File: src/rtl/add_approx_pipe.sv
// Lower-part-OR approximate adder with a 2-stage valid/ready pipeline and a
// built-in error monitor that tracks count, error count and worst-case error.
module add_approx_pipe #(
    parameter int unsigned WIDTH       = 8,
    parameter int unsigned APPROX_BITS = 2,
    parameter int unsigned CNT_W       = 16
) (
    input  logic             clk,
    input  logic             rst_n,
    input  logic             in_valid,
    output logic             in_ready,
    input  logic [WIDTH-1:0] in_a,
    input  logic [WIDTH-1:0] in_b,
    input  logic             in_mode,
    output logic             out_valid,
    input  logic             out_ready,
    output logic [WIDTH:0]   out_sum,
    output logic [WIDTH:0]   out_err,
    input  logic             stat_clr,
    output logic [CNT_W-1:0] stat_cnt,
    output logic [CNT_W-1:0] stat_err_cnt,
    output logic [WIDTH:0]   stat_max_err
);

    localparam int unsigned K  = APPROX_BITS;
    localparam int unsigned LW = (K == 0) ? 1 : K;
    localparam int unsigned HW = WIDTH - K;
    localparam int unsigned SW = WIDTH + 1;

    // Operand split; with no approximate bits the low slice is a constant zero.
    logic [LW-1:0] a_lo, b_lo;
    logic [HW-1:0] a_hi, b_hi;

    generate
        if (K > 0) begin : g_split
            assign a_lo = in_a[K-1:0];
            assign b_lo = in_b[K-1:0];
            assign a_hi = in_a[WIDTH-1:K];
            assign b_hi = in_b[WIDTH-1:K];
        end else begin : g_nosplit
            assign a_lo = '0;
            assign b_lo = '0;
            assign a_hi = in_a;
            assign b_hi = in_b;
        end
    endgenerate

    logic [LW:0] lo_add;
    logic        approx_c;

    assign lo_add   = {1'b0, a_lo} + {1'b0, b_lo};
    assign approx_c = a_lo[LW-1] & b_lo[LW-1];

    // Handshake
    logic s1_valid_q, s1_valid_d;
    logic s2_valid_q, s2_valid_d;
    logic s1_load, s2_load, out_hs;

    assign s2_load  = ~s2_valid_q | out_ready;
    assign s1_load  = ~s1_valid_q | s2_load;
    assign in_ready = s1_load;
    assign out_hs   = s2_valid_q & out_ready;

    // Stage 1
    logic [LW-1:0] s1_lo_q, s1_lo_d;
    logic [LW-1:0] s1_ex_lo_q, s1_ex_lo_d;
    logic          s1_c_q, s1_c_d;
    logic          s1_ex_c_q, s1_ex_c_d;
    logic [HW-1:0] s1_a_hi_q, s1_a_hi_d;
    logic [HW-1:0] s1_b_hi_q, s1_b_hi_d;
    logic          s1_mode_q, s1_mode_d;

    always_comb begin
        s1_valid_d = s1_valid_q;
        s1_lo_d    = s1_lo_q;
        s1_ex_lo_d = s1_ex_lo_q;
        s1_c_d     = s1_c_q;
        s1_ex_c_d  = s1_ex_c_q;
        s1_a_hi_d  = s1_a_hi_q;
        s1_b_hi_d  = s1_b_hi_q;
        s1_mode_d  = s1_mode_q;
        if (s1_load) begin
            s1_valid_d = in_valid;
            if (in_valid) begin
                s1_ex_lo_d = lo_add[LW-1:0];
                s1_ex_c_d  = lo_add[LW];
                s1_lo_d    = in_mode ? (a_lo | b_lo) : lo_add[LW-1:0];
                s1_c_d     = in_mode ? approx_c : lo_add[LW];
                s1_a_hi_d  = a_hi;
                s1_b_hi_d  = b_hi;
                s1_mode_d  = in_mode;
            end
        end
    end

    // Stage 2 datapath
    logic [HW:0]    hi_sum, ex_hi_sum;
    logic [SW-1:0]  res_sum, ex_sum, res_err;
    logic [WIDTH:0] out_sum_q, out_sum_d;
    logic [WIDTH:0] out_err_q, out_err_d;

    always_comb begin
        hi_sum    = {1'b0, s1_a_hi_q} + {1'b0, s1_b_hi_q} + {{HW{1'b0}}, s1_c_q};
        ex_hi_sum = {1'b0, s1_a_hi_q} + {1'b0, s1_b_hi_q} + {{HW{1'b0}}, s1_ex_c_q};
        res_sum   = (SW'(hi_sum) << K) | SW'(s1_lo_q);
        ex_sum    = (SW'(ex_hi_sum) << K) | SW'(s1_ex_lo_q);
        // Approximate result can land on either side of the exact sum.
        res_err   = (ex_sum >= res_sum) ? (ex_sum - res_sum) : (res_sum - ex_sum);
    end

    always_comb begin
        s2_valid_d = s2_valid_q;
        out_sum_d  = out_sum_q;
        out_err_d  = out_err_q;
        if (s2_load) begin
            s2_valid_d = s1_valid_q;
            if (s1_valid_q) begin
                out_sum_d = res_sum;
                out_err_d = res_err;
            end
        end
    end

    // Statistics
    logic [CNT_W-1:0] cnt_q, cnt_d;
    logic [CNT_W-1:0] err_cnt_q, err_cnt_d;
    logic [WIDTH:0]   max_err_q, max_err_d;

    always_comb begin
        cnt_d     = cnt_q;
        err_cnt_d = err_cnt_q;
        max_err_d = max_err_q;
        if (stat_clr) begin
            cnt_d     = '0;
            err_cnt_d = '0;
            max_err_d = '0;
        end else if (out_hs) begin
            if (cnt_q != '1) begin
                cnt_d = cnt_q + CNT_W'(1);
            end
            if ((out_err_q != '0) && (err_cnt_q != '1)) begin
                err_cnt_d = err_cnt_q + CNT_W'(1);
            end
            if (out_err_q > max_err_q) begin
                max_err_d = out_err_q;
            end
        end
    end

    always_ff @(posedge clk or negedge rst_n) begin
        if (!rst_n) begin
            s1_valid_q <= 1'b0;
            s1_lo_q    <= '0;
            s1_ex_lo_q <= '0;
            s1_c_q     <= 1'b0;
            s1_ex_c_q  <= 1'b0;
            s1_a_hi_q  <= '0;
            s1_b_hi_q  <= '0;
            s1_mode_q  <= 1'b0;
            s2_valid_q <= 1'b0;
            out_sum_q  <= '0;
            out_err_q  <= '0;
            cnt_q      <= '0;
            err_cnt_q  <= '0;
            max_err_q  <= '0;
        end else begin
            s1_valid_q <= s1_valid_d;
            s1_lo_q    <= s1_lo_d;
            s1_ex_lo_q <= s1_ex_lo_d;
            s1_c_q     <= s1_c_d;
            s1_ex_c_q  <= s1_ex_c_d;
            s1_a_hi_q  <= s1_a_hi_d;
            s1_b_hi_q  <= s1_b_hi_d;
            s1_mode_q  <= s1_mode_d;
            s2_valid_q <= s2_valid_d;
            out_sum_q  <= out_sum_d;
            out_err_q  <= out_err_d;
            cnt_q      <= cnt_d;
            err_cnt_q  <= err_cnt_d;
            max_err_q  <= max_err_d;
        end
    end

    assign out_valid    = s2_valid_q;
    assign out_sum      = out_sum_q;
    assign out_err      = out_err_q;
    assign stat_cnt     = cnt_q;
    assign stat_err_cnt = err_cnt_q;
    assign stat_max_err = max_err_q;

endmodule

File: config.mk
export PLATFORM = sky130hd
export DESIGN_NAME = add_approx_pipe
export DESIGN_NICKNAME = d
export VERILOG_FILES = /design/src/rtl/add_approx_pipe.sv
export SDC_FILE = /design/constraint.sdc
export NUM_CORES = 1
export LEC_CHECK = 0
export BUFFER_PORTS_ARGS = -buffer_cell sky130_fd_sc_hd__buf_4
export CORE_MARGIN = 2
export CORE_UTILIZATION = 57
export DETAILED_ROUTE_END_ITERATION = 8
export GPL_ROUTABILITY_DRIVEN = 0
export GPL_TIMING_DRIVEN = 0
export PLACE_DENSITY = 0.84
export RECOVER_POWER = 100
export SKIP_LAST_GASP = 1
export SYNTH_ARGS = -nofsm -noshare
export SYNTH_HDL_FRONTEND = slang
export SYNTH_SLANG_ARGS = --single-unit
File: constraint.sdc
create_clock -name clk -period 4.3 [get_ports clk]
set_input_delay 0.86 -clock clk [delete_from_list [all_inputs] [get_ports clk]]
set_output_delay 0.86 -clock clk [all_outputs]
set_load 0.05 [all_outputs]
[Yosys cells after proc, flatten, opt, wreduce, memory -nomap -nowiden]
Index checks and enable logic that the tools add are counted.
Word-level totals
  register bits: 79
  input port bits: 22
  output and inout port bits: 61
  word-level logic and storage cells: 57
Cells by class
  $add $sub $neg: 8
  $lt $le $gt $ge: 2
  equal/unequal tests: 2
  muxes and demuxes: 12
  bitwise gates (word level): 9
  reduce and logical (&&, ||, !) cells: 11
Operator list (count)
  $mux W16: 6
  $mux W9: 4
  $add A16 B1 Y16 const B: 2
  $ne A16 B16 Y1 const B: 2
  $or A9 B2 Y9: 2
  $sub A9 B9 Y9: 2
  $add A7 B1 Y7: 2
  $reduce_and A2 Y1: 5
  $ge A9 B9 Y1: 1
  $gt A9 B9 Y1: 1
  $reduce_bool A9 Y1: 1
  $reduce_bool A2 Y1: 4
  $add A6 B6 Y7: 1
  $add A2 B2 Y3: 1
  $and A1 B1 Y1: 2
  $mux W2: 1
  $not A1 Y1: 2
  $or A1 B1 Y1: 2
  $or A2 B2 Y2: 1
  $logic_and A1 B1 Y1: 1
  $mux W1: 1

[Logic depth before layout (Yosys ltp)]
Gate-level depths: netlist of run 1.
  depth in word-level cells: 5
  gate-level depth with buffers: 15
  mapped depth without buffers: 15

[Worst setup path before layout of run 1]
No wires, ideal clock.
  path kind: register to register
  start point: register s1_a_hi_q[0]
  end point: register out_err_q[3], in the netlist out_err[3]
  library setup time: 0.082 ns
  arrival time: 3.739 ns
  required time: 4.218 ns
  path slack: 0.479 ns
  cell stages (with the launch flop): 16
  buffers on the path: 0
  clock period less this slack: 3.821 ns
  cells stage by stage: dfrtp_1 ha_1 fa_1 a21o_1 a21oi_1 xnor2_1 nand2_1 or2_2 xnor2_1 ha_1 and4_4 nand3_2 a31o_4 and3_1 or3_1 a31oi_1
On the way
  word-level cells in the longest chain between the ends: 5
  elaborated cells between the ends (all ways): 9
  those cells by class: add/sub: 5; order compare: 1; mux: 1; bitwise: 2
RTL lines
  from (decl): line 69  | logic [HW-1:0] s1_a_hi_q, s1_a_hi_d;
  from (signal assigned): line 172  | s1_a_hi_q <= s1_a_hi_d;
  $add A6 B6 Y7 (*): line 103, 104
  $add A7 B1 Y7, on equally long branches: line 103, 104
  $or A9 B2 Y9, on equally long branches: line 105, 106
  $sub A9 B9 Y9 or $ge A9 B9 Y1 (tied branches): line 108  | res_err = (ex_sum >= res_sum) ? (ex_sum - res_sum) : (res_sum - ex_sum);
  $mux W9 (*): line 108
  to (signal assigned): line 177  | out_err_q <= out_err_d;
  to (decl): line 100  | logic [WIDTH:0] out_err_q, out_err_d;
Mark *: on every way between the ends. The rest lies on a longest branch, timed or not.
A chain may end at the register's enable or synchronous reset.

[Worst setup path after layout of run 1]
Ends and elaborated chain as after synthesis.

==> summary.txt, run 1 <==
Run status
  • Status: complete, but fails checks
  • Failing checks: capacitance limit, slew limit

CTS
  • Clock Sinks: 79
  • Hold_buf cts: 0
  • CTS buffer count: 9
  • Htree depth: 3
  • TritonCTS clock tree: yes
  • Worst-path clk slew: 0.09 ns
  • Maximum clock path buffer count: 2
  • Latest clock arrival within the worst-skew pair: roughly 0.37 ns
  • Root buffer selected by CTS: clkbuf_8

Synth
  • Top-area cell type share of the netlist area: 0.384
  • Synthesized instance count: 540
  • Top-count cell post-synth: dfrtp_1
  • Avg Synthesized Cell Area: 9.53 um2
  • Synth top area cells: dfrtp_1 38%, ha_1 9.7%, nor2_1 4.2%
  • Most used DFF post-synth: dfrtp_1
  • Netlist Area Pre-Place: 5150 um2
  • Fraction of the yosys area taken by sequential cells: 0.384
  • Distinct cells, synth: 61
  • Yosys reg bits: 79
  • Top post-synthesis cells by count: 79 x dfrtp_1, 57 x nor2_1, 40 x ha_1
  • Top cell type by total area after synthesis: dfrtp_1
  • Asr flop ratio synth: 1.00
  • Warnings, synthesis: 0
  • Post-synth EDFFs: 0
  • Net count after synthesis: 606

Routing
  • Detail Route Antenna Nets: 0
  • Via/cell ratio: 5.77
  • Post-route DRC: 0
  • Vias: 4,304
  • WL/cell: approximately 16 um
  • WL final: 11,700 um
  • DR iter-0 viols: 157
  • Initial DRT Pass Iterations: 4

Die
  • Die W: roughly 99 um
  • Core Area: ~8700 um2
  • Total I/O pin count: 83
  • DIE HEIGHT: 99.0 um
  • Initial Utilization: 0.590
  • Cell Rows: 34
  • Die area: 9810 um2

Finish
  • Area occupied by multi-input gates: 2970 um2
  • Final nets: 699
  • Share of cells above drive strength 1: 0.111
  • Post-Layout Inst Area: 5870 um2
  • Area delta synth->final: 14.0%
  • Inserted Diodes: 0
  • Storage cell area: 1980 um2
  • Layout fillers: 734

Worst setup path
  • Reg2reg start: s1_a_hi_q[0]
  • Critical Path AT: approximately 4.3 ns
  • Worst-path fanout max: 8
  • Kind of critical path: register to register
  • R2R depth: 15
  • Reg-to-reg endpoint: out_err[3]
  • Crit start category: register
  • Reg2reg setup slack: approximately 0.26 ns
  • Endpoint class of the critical path: register
  • CP Launch Point: s1_a_hi_q[0]
  • WP data required: 4.58 ns
  • Capture point of the worst path: out_err[3]

Placed design
  • Placed Area: 5900 um2
  • Post-DP HPWL: 8630 um
  • Number of port buffers: 82
  • Worst slack at placement: 0.142 ns

Timing
  • Slew of the pin with the lowest slew margin: 1.91 ns
  • Clock Skews: 0.0198 ns
  • RSZ-0062 raised after global routing: no
  • Setup ws final: 0.259 ns
  • Total negative slack: 0 ns
  • Max-slew violations: 80
  • Final-report hold violation count: 0
  • Period utilisation layout: 0.940
  • Max Clock Freq: 247 MHz
  • Final setup vio count: 0
  • Rel. slew slack: -0.276
  • Fin crit period: just over 4 ns

Global route
  • Total grt overflow: 0
  • Antenna violations before repair: 0
  • Total GRT Usage: 0.243
  • Number of global-route vias before repair: between 4k and 5k
  • Largest net degree at the start of global routing: 80
  • First-pass GRT wire length: a little under 20,000 um

Power and ir drop
  • Internal power: 2010 uW
  • Flop pwr share: 0.257
  • Clock share of power: 0.149
  • Net switching power: between 1500 and 2000 uW
  • Worst VDD drop: roughly 360 uV
  • Sw Share: 0.495
  • P_leak: 0.00257 uW
  • Power Density: 679 nW/um2
  • Logic pwr share: 0.594

Worst hold path
  • Hold WC Path Type: register to register

Flow run
  • Max-Cap Viols: 1
routing by layer:
metal,GRT usage,up-vias,part of all wire
li1,-,2094,-
met1,0.316,2060,0.44
met2,0.405,122,0.48
met3,0.0319,28,0.047
met4,0.114,0,0.029
met5,0,-,0
layout make-up:
| cell class | count | area share |
|---|---|---|
| multi-input combinational | 408 | 0.507 |
| sequential | 79 | 0.337 |
| timing repair buffer | 82 | 0.0635 |
| inverter | 38 | 0.0243 |
| tap | 108 | 0.0230 |
| clock buffer | 9 | 0.0211 |
| clock inverter | 7 | 0.0145 |
| buffer | 15 | 0.0102 |
registers in the layout, summed over array words and instances (netlist names), 2 cells and up:
signal and flops:
stat_max_err 9, s1_ex_lo_q 2, s1_a_hi_q 6, s1_b_hi_q 6, out_err 9, stat_cnt 16, s1_lo_q 2, out_sum 9
stat_err_cnt 16
worst max-delay path, cell delays in order, from the launching register on:
cell,delay (ns)
dfrtp_1,0.39
ha_1,0.24
fa_1,0.41
a21o_1,0.21
a21oi_2,0.21
xnor2_2,0.20
nand2_1,0.07
or2_2,0.33
xnor2_1,0.13
ha_1,0.40
and4_4,0.28
nand3_2,0.12
a31o_4,0.30
and3_1,0.18
or3_1,0.34
a31oi_1,0.16
what timing repair did:
action,CTS,global route
setup endpoints to repair,0,8
setup buffers,0,0
gates resized for setup,0,3
stage by stage:
| step | util | power, uW | cells | hold WS (ns) |
|---|---|---|---|---|
| floorplan | - | 2840 | 540 | 0.471 |
| global placement | 0.676 | 3350 | 730 | 0.467 |
| detailed placement | 0.676 | 3430 | 730 | 0.480 |
| CTS | 0.700 | 4040 | 746 | 0.501 |
| global route | 0.673 | 4270 | 746 | 0.524 |
| finish | 0.673 | 3990 | 746 | 0.491 |
power by group through the flow:
| stage | registers, uW | logic, uW | clock network, uW |
|---|---|---|---|
| final | 1030 | 2370 | 594 |
| after global routing | 1050 | 2590 | 626 |
| after CTS | 1030 | 2420 | 599 |
| after detailed placement | 1040 | 2390 | 0 |
| after global placement | 1030 | 2310 | 0 |
| after floorplan | 1380 | 1460 | 0 |
cell usage in the layout, fill, tap and decap left out, types with 11 or more instances in the layout:
master    count
a21oi_1      17
xor2_1       18
a31oi_1      11
nand2b_1     22
dfrtp_1      79
o21ai_0      27
ha_1         40
inv_1        38
mux2i_1      13
nor2_1       57
mux2_2       16
nand2_1      36
xnor2_1      19
a21o_1       11
nand4_1      12
buf_4        17
clkbuf_1     76
nand3_1      18
worst min-delay path by stage:
| stage | start | to | slack, ns | depth (start not counted) |
|---|---|---|---|---|
| CTS | out_sum[7] | out_sum[7] | 0.50 | 2 |
| global placement | out_sum[5] | out_sum[5] | 0.47 | 2 |
| floorplan | s1_valid_q | out_valid | 0.47 | 1 |
| finish | out_sum[6] | out_sum[6] | 0.49 | 2 |
| detailed placement | out_sum[7] | out_sum[7] | 0.48 | 2 |
| global route | out_sum[7] | out_sum[7] | 0.52 | 2 |
kinds of logic (layout without fill, tap and decap cells):
| kind of cell | Yosys count | in the layout | synth area share |
|---|---|---|---|
| AO/OA/AOI/OAI | 98 | 98 | 0.135 |
| AND/OR/NAND/NOR | 198 | 198 | 0.200 |
| XOR/XNOR | 39 | 39 | 0.0678 |
| buffers and inverters | 53 | 151 | 0.0396 |
| flip-flops | 79 | 79 | 0.384 |
| multiplexers | 29 | 29 | 0.0603 |
| adder cells (fa/ha/maj) | 44 | 44 | 0.113 |
Note: power is estimated with default switching activity, not from simulation.
==> run 2, diff against run 1 <==
==> constraint.sdc (replaced) <==
create_clock -name clk -period 4.3 [get_ports clk]
set_input_delay 0.645 -clock clk [delete_from_list [all_inputs] [get_ports clk]]
set_output_delay 0.645 -clock clk [all_outputs]
set_load 0.05 [all_outputs]
==> run 2 against run 1 <==
  * The run still ends with capacitance limit, slew limit left
  * Die area unchanged
  * First-iteration DRC count unchanged
  * Non-clock buffer count unchanged
  * Critical path type unchanged
  * Largest cell class unchanged
  * Largest power group unchanged
==> summary.txt, run 2 (synthesis gave the netlist of run 1 again) <==
Finish
  • Post-Layout Inst Area: 5870 um2 (about the same)
  • Share of cells above drive strength 1: 0.113 (was 0.111)
  • Final nets: 699 (unchanged)
  • Most common cell after layout, fill and taps aside: dfrtp_1 (unchanged)
  • Area occupied by multi-input gates: 2970 um2 (unchanged)
  • Fin util: 0.673 (about the same)
  • Area delta synth->final: 14.1% (was 14.0%)
  • Inserted Diodes: 0 (unchanged)
  • Highest-count cells in the layout ignoring fill and taps: 79 x dfrtp_1, 75 x clkbuf_1, 57 x nor2_1 (was 79 x dfrtp_1, 76 x clkbuf_1, 57 x nor2_1)
  • Layout fillers: 732 (was 734)
  • Storage cell area: 1980 um2 (unchanged)

CTS
  • Clock Sinks: 79 (unchanged)
  • CTS buffer count: 9 (unchanged)
  • Htree depth: 3 (unchanged)
  • Hold_buf cts: 0 (unchanged)
  • Maximum clock path buffer count: 2 (unchanged)
  • Latest clock arrival within the worst-skew pair: 0.37 ns (about the same)
  • TritonCTS clock tree: yes (unchanged)
  • Worst-path clk slew: 0.09 ns (about the same)
  • Root buffer selected by CTS: clkbuf_8 (unchanged)

Global route
  • Largest net degree at the start of global routing: 80 (unchanged)
  • Total grt overflow: 0 (unchanged)
  • Total GRT Usage: 0.243 (unchanged)
  • Number of global-route vias before repair: 4,274 (unchanged)
  • Antenna violations before repair: 0 (unchanged)
  • First-pass GRT wire length: 19,500 um (unchanged)

Routing
  • WL final: 11,700 um (about the same)
  • Met2 wire length: 5640 um (was 5630 um)
  • M1 wire length: 5190 um (about the same)
  • WL/cell: 15.7 um (about the same)
  • Post-route DRC: 0 (unchanged)
  • Top Layer Used: met4 (unchanged)
  • Detail Route Antenna Nets: 0 (unchanged)
  • Vias: 4,309 (was 4,304)
  • Via/cell ratio: 5.78 (was 5.77)
  • Met3 routed WL: 551 um (unchanged)
  • DR iter-0 viols: 157 (unchanged)
  • Initial DRT Pass Iterations: 4 (unchanged)

Worst setup path
  • Critical Path AT: 4.32 ns (about the same)
  • Cell seen most often among critical-path stages: ha_1 (unchanged)
  • WP data required: 4.58 ns (about the same)
  • CP cell instances: ha_1, fa_1, a21o_1, a21oi_2, xnor2_2, nand2_1, or2_2, xnor2_1, ha_1, and4_4, nand3_2, a31o_4, and3_1, or3_1, a31oi_1 (unchanged)
  • Reg2reg start: s1_a_hi_q[0] (unchanged)
  • Reg2reg setup slack: 0.26 ns (about the same)
  • R2R depth: 15 (unchanged)
  • Capture point of the worst path: out_err[3] (unchanged)
  • CP Launch Point: s1_a_hi_q[0] (unchanged)
  • Worst-path fanout max: 8 (unchanged)
  • Family with the most delay on the worst path: simple AND/OR/NAND/NOR gates (unchanged)
  • Slowest CP cell: fa_1 (unchanged)
  • CP Depth: 15 (unchanged)
  • WP buf/inv: 0 (unchanged)
  • Crit start category: register (unchanged)
  • Reg-to-reg endpoint: out_err[3] (unchanged)
  • Worst path max stage delay: 0.41 ns (about the same)
  • Kind of critical path: register to register (unchanged)
  • Endpoint class of the critical path: register (unchanged)

Die
  • Total I/O pin count: 83 (unchanged)
  • Cell Rows: 34 (unchanged)
  • Initial Utilization: 0.590 (unchanged)
  • Die area: 9810 um2 (unchanged)
  • Core Area: 8720 um2 (unchanged)
  • Die W: 99.0 um (unchanged)
  • DIE HEIGHT: 99.0 um (unchanged)

Timing
  • Final-report hold violation count: 0 (unchanged)
  • Total negative slack: 0 ns (unchanged)
  • Max-slew violations: 80 (unchanged)
  • RSZ-0062 raised after global routing: no (unchanged)
  • Fin crit period: 4.04 ns (about the same)
  • Final setup vio count: 0 (unchanged)
  • Rel. slew slack: -0.277 (was -0.276)
  • Period utilisation layout: 0.940 (about the same)
  • Max Clock Freq: 247 MHz (about the same)
  • Slew of the pin with the lowest slew margin: 1.92 ns (was 1.91 ns)
  • Clock Skews: 0.0197 ns (was 0.0198 ns)

Power and ir drop
  • Worst VDD drop: 356 uV (about the same)
  • P_leak: 0.00257 uW (about the same)
  • Power Density: 679 nW/um2 (about the same)

Placed design
  • Post-DP HPWL: 8630 um (unchanged)
  • Placed Area: 5900 um2 (unchanged)
  • Number of port buffers: 82 (unchanged)

Flow run
  • Max-Cap Viols: 1 (unchanged)

Worst hold path
  • Hold WC Path Type: input pin to register (was register to register)

Run status
  • Failing checks: capacitance limit, slew limit (unchanged)
  • Status: complete, but fails checks (unchanged)
run 2: final cells by class:
| class | count | share of cell area |
|---|---|---|
| plain buffers | 15 | 0.0102 |
| clock buffers | 9 | 0.0211 |
| clock inverters | 7 | 0.0145 |
| inverters | 38 | 0.0243 |
| multi-input cells | 408 | 0.506 |
| flip-flops and latches | 79 | 0.337 |
| well taps | 108 | 0.0230 |
| repair buffers | 82 | 0.0641 |
run 2: worst min path at each step:
stage	from	to	slack, ns	depth (start not counted)
2_1_floorplan	rst_n	out_err[0]	0.35	0
3_3_place_gp	out_sum[5]	out_sum[5]	0.47	2
3_5_place_dp	out_sum[7]	out_sum[7]	0.48	2
4_1_cts	rst_n	stat_cnt[15]	0.48	1
5_1_grt	in_valid	s1_valid_q	0.49	2
6_report	in_valid	s1_valid_q	0.49	2
run 2: power breakdown:
part | internal [uW] | total, uW | leakage (uW) | switching, uW
logic | 851 | 2370 | 0.00145 | 1520
registers | 881 | 1030 | 0.00101 | 145
clock network | 280 | 594 | 0.000100 | 314
run 2: repair_timing:
| item | CTS | global route |
|---|---|---|
| gates resized for setup | 0 | 3 |
| setup endpoints to repair | 0 | 8 |
| setup buffers | 0 | 0 |
run 2: per-layer routing:
metal  vias to the layer above  track usage
met4                         0        0.114
met5                         -            0
met1                      2065        0.316
li1                       2094            -
met2                       122        0.405
met3                        28       0.0319
run 2: worst register-to-register path: stages, from the launching register on:
cell,delay [ns]
dfrtp_1,0.39
ha_1,0.24
fa_1,0.41
a21o_1,0.21
a21oi_2,0.21
xnor2_2,0.20
nand2_1,0.08
or2_2,0.33
xnor2_1,0.13
ha_1,0.40
and4_4,0.28
nand3_2,0.12
a31o_4,0.30
and3_1,0.18
or3_1,0.34
a31oi_1,0.16
run 2: metrics by stage:
step	cells	hold WS (ns)	setup WS (ns)	total power [uW]
6_report	746	0.487	0.259	3990
3_5_place_dp	730	0.480	0.142	3430
3_3_place_gp	730	0.467	0.205	3350
2_1_floorplan	540	0.349	0.479	2840
5_1_grt	746	0.494	0.0633	4270
4_1_cts	746	0.484	0.110	4040
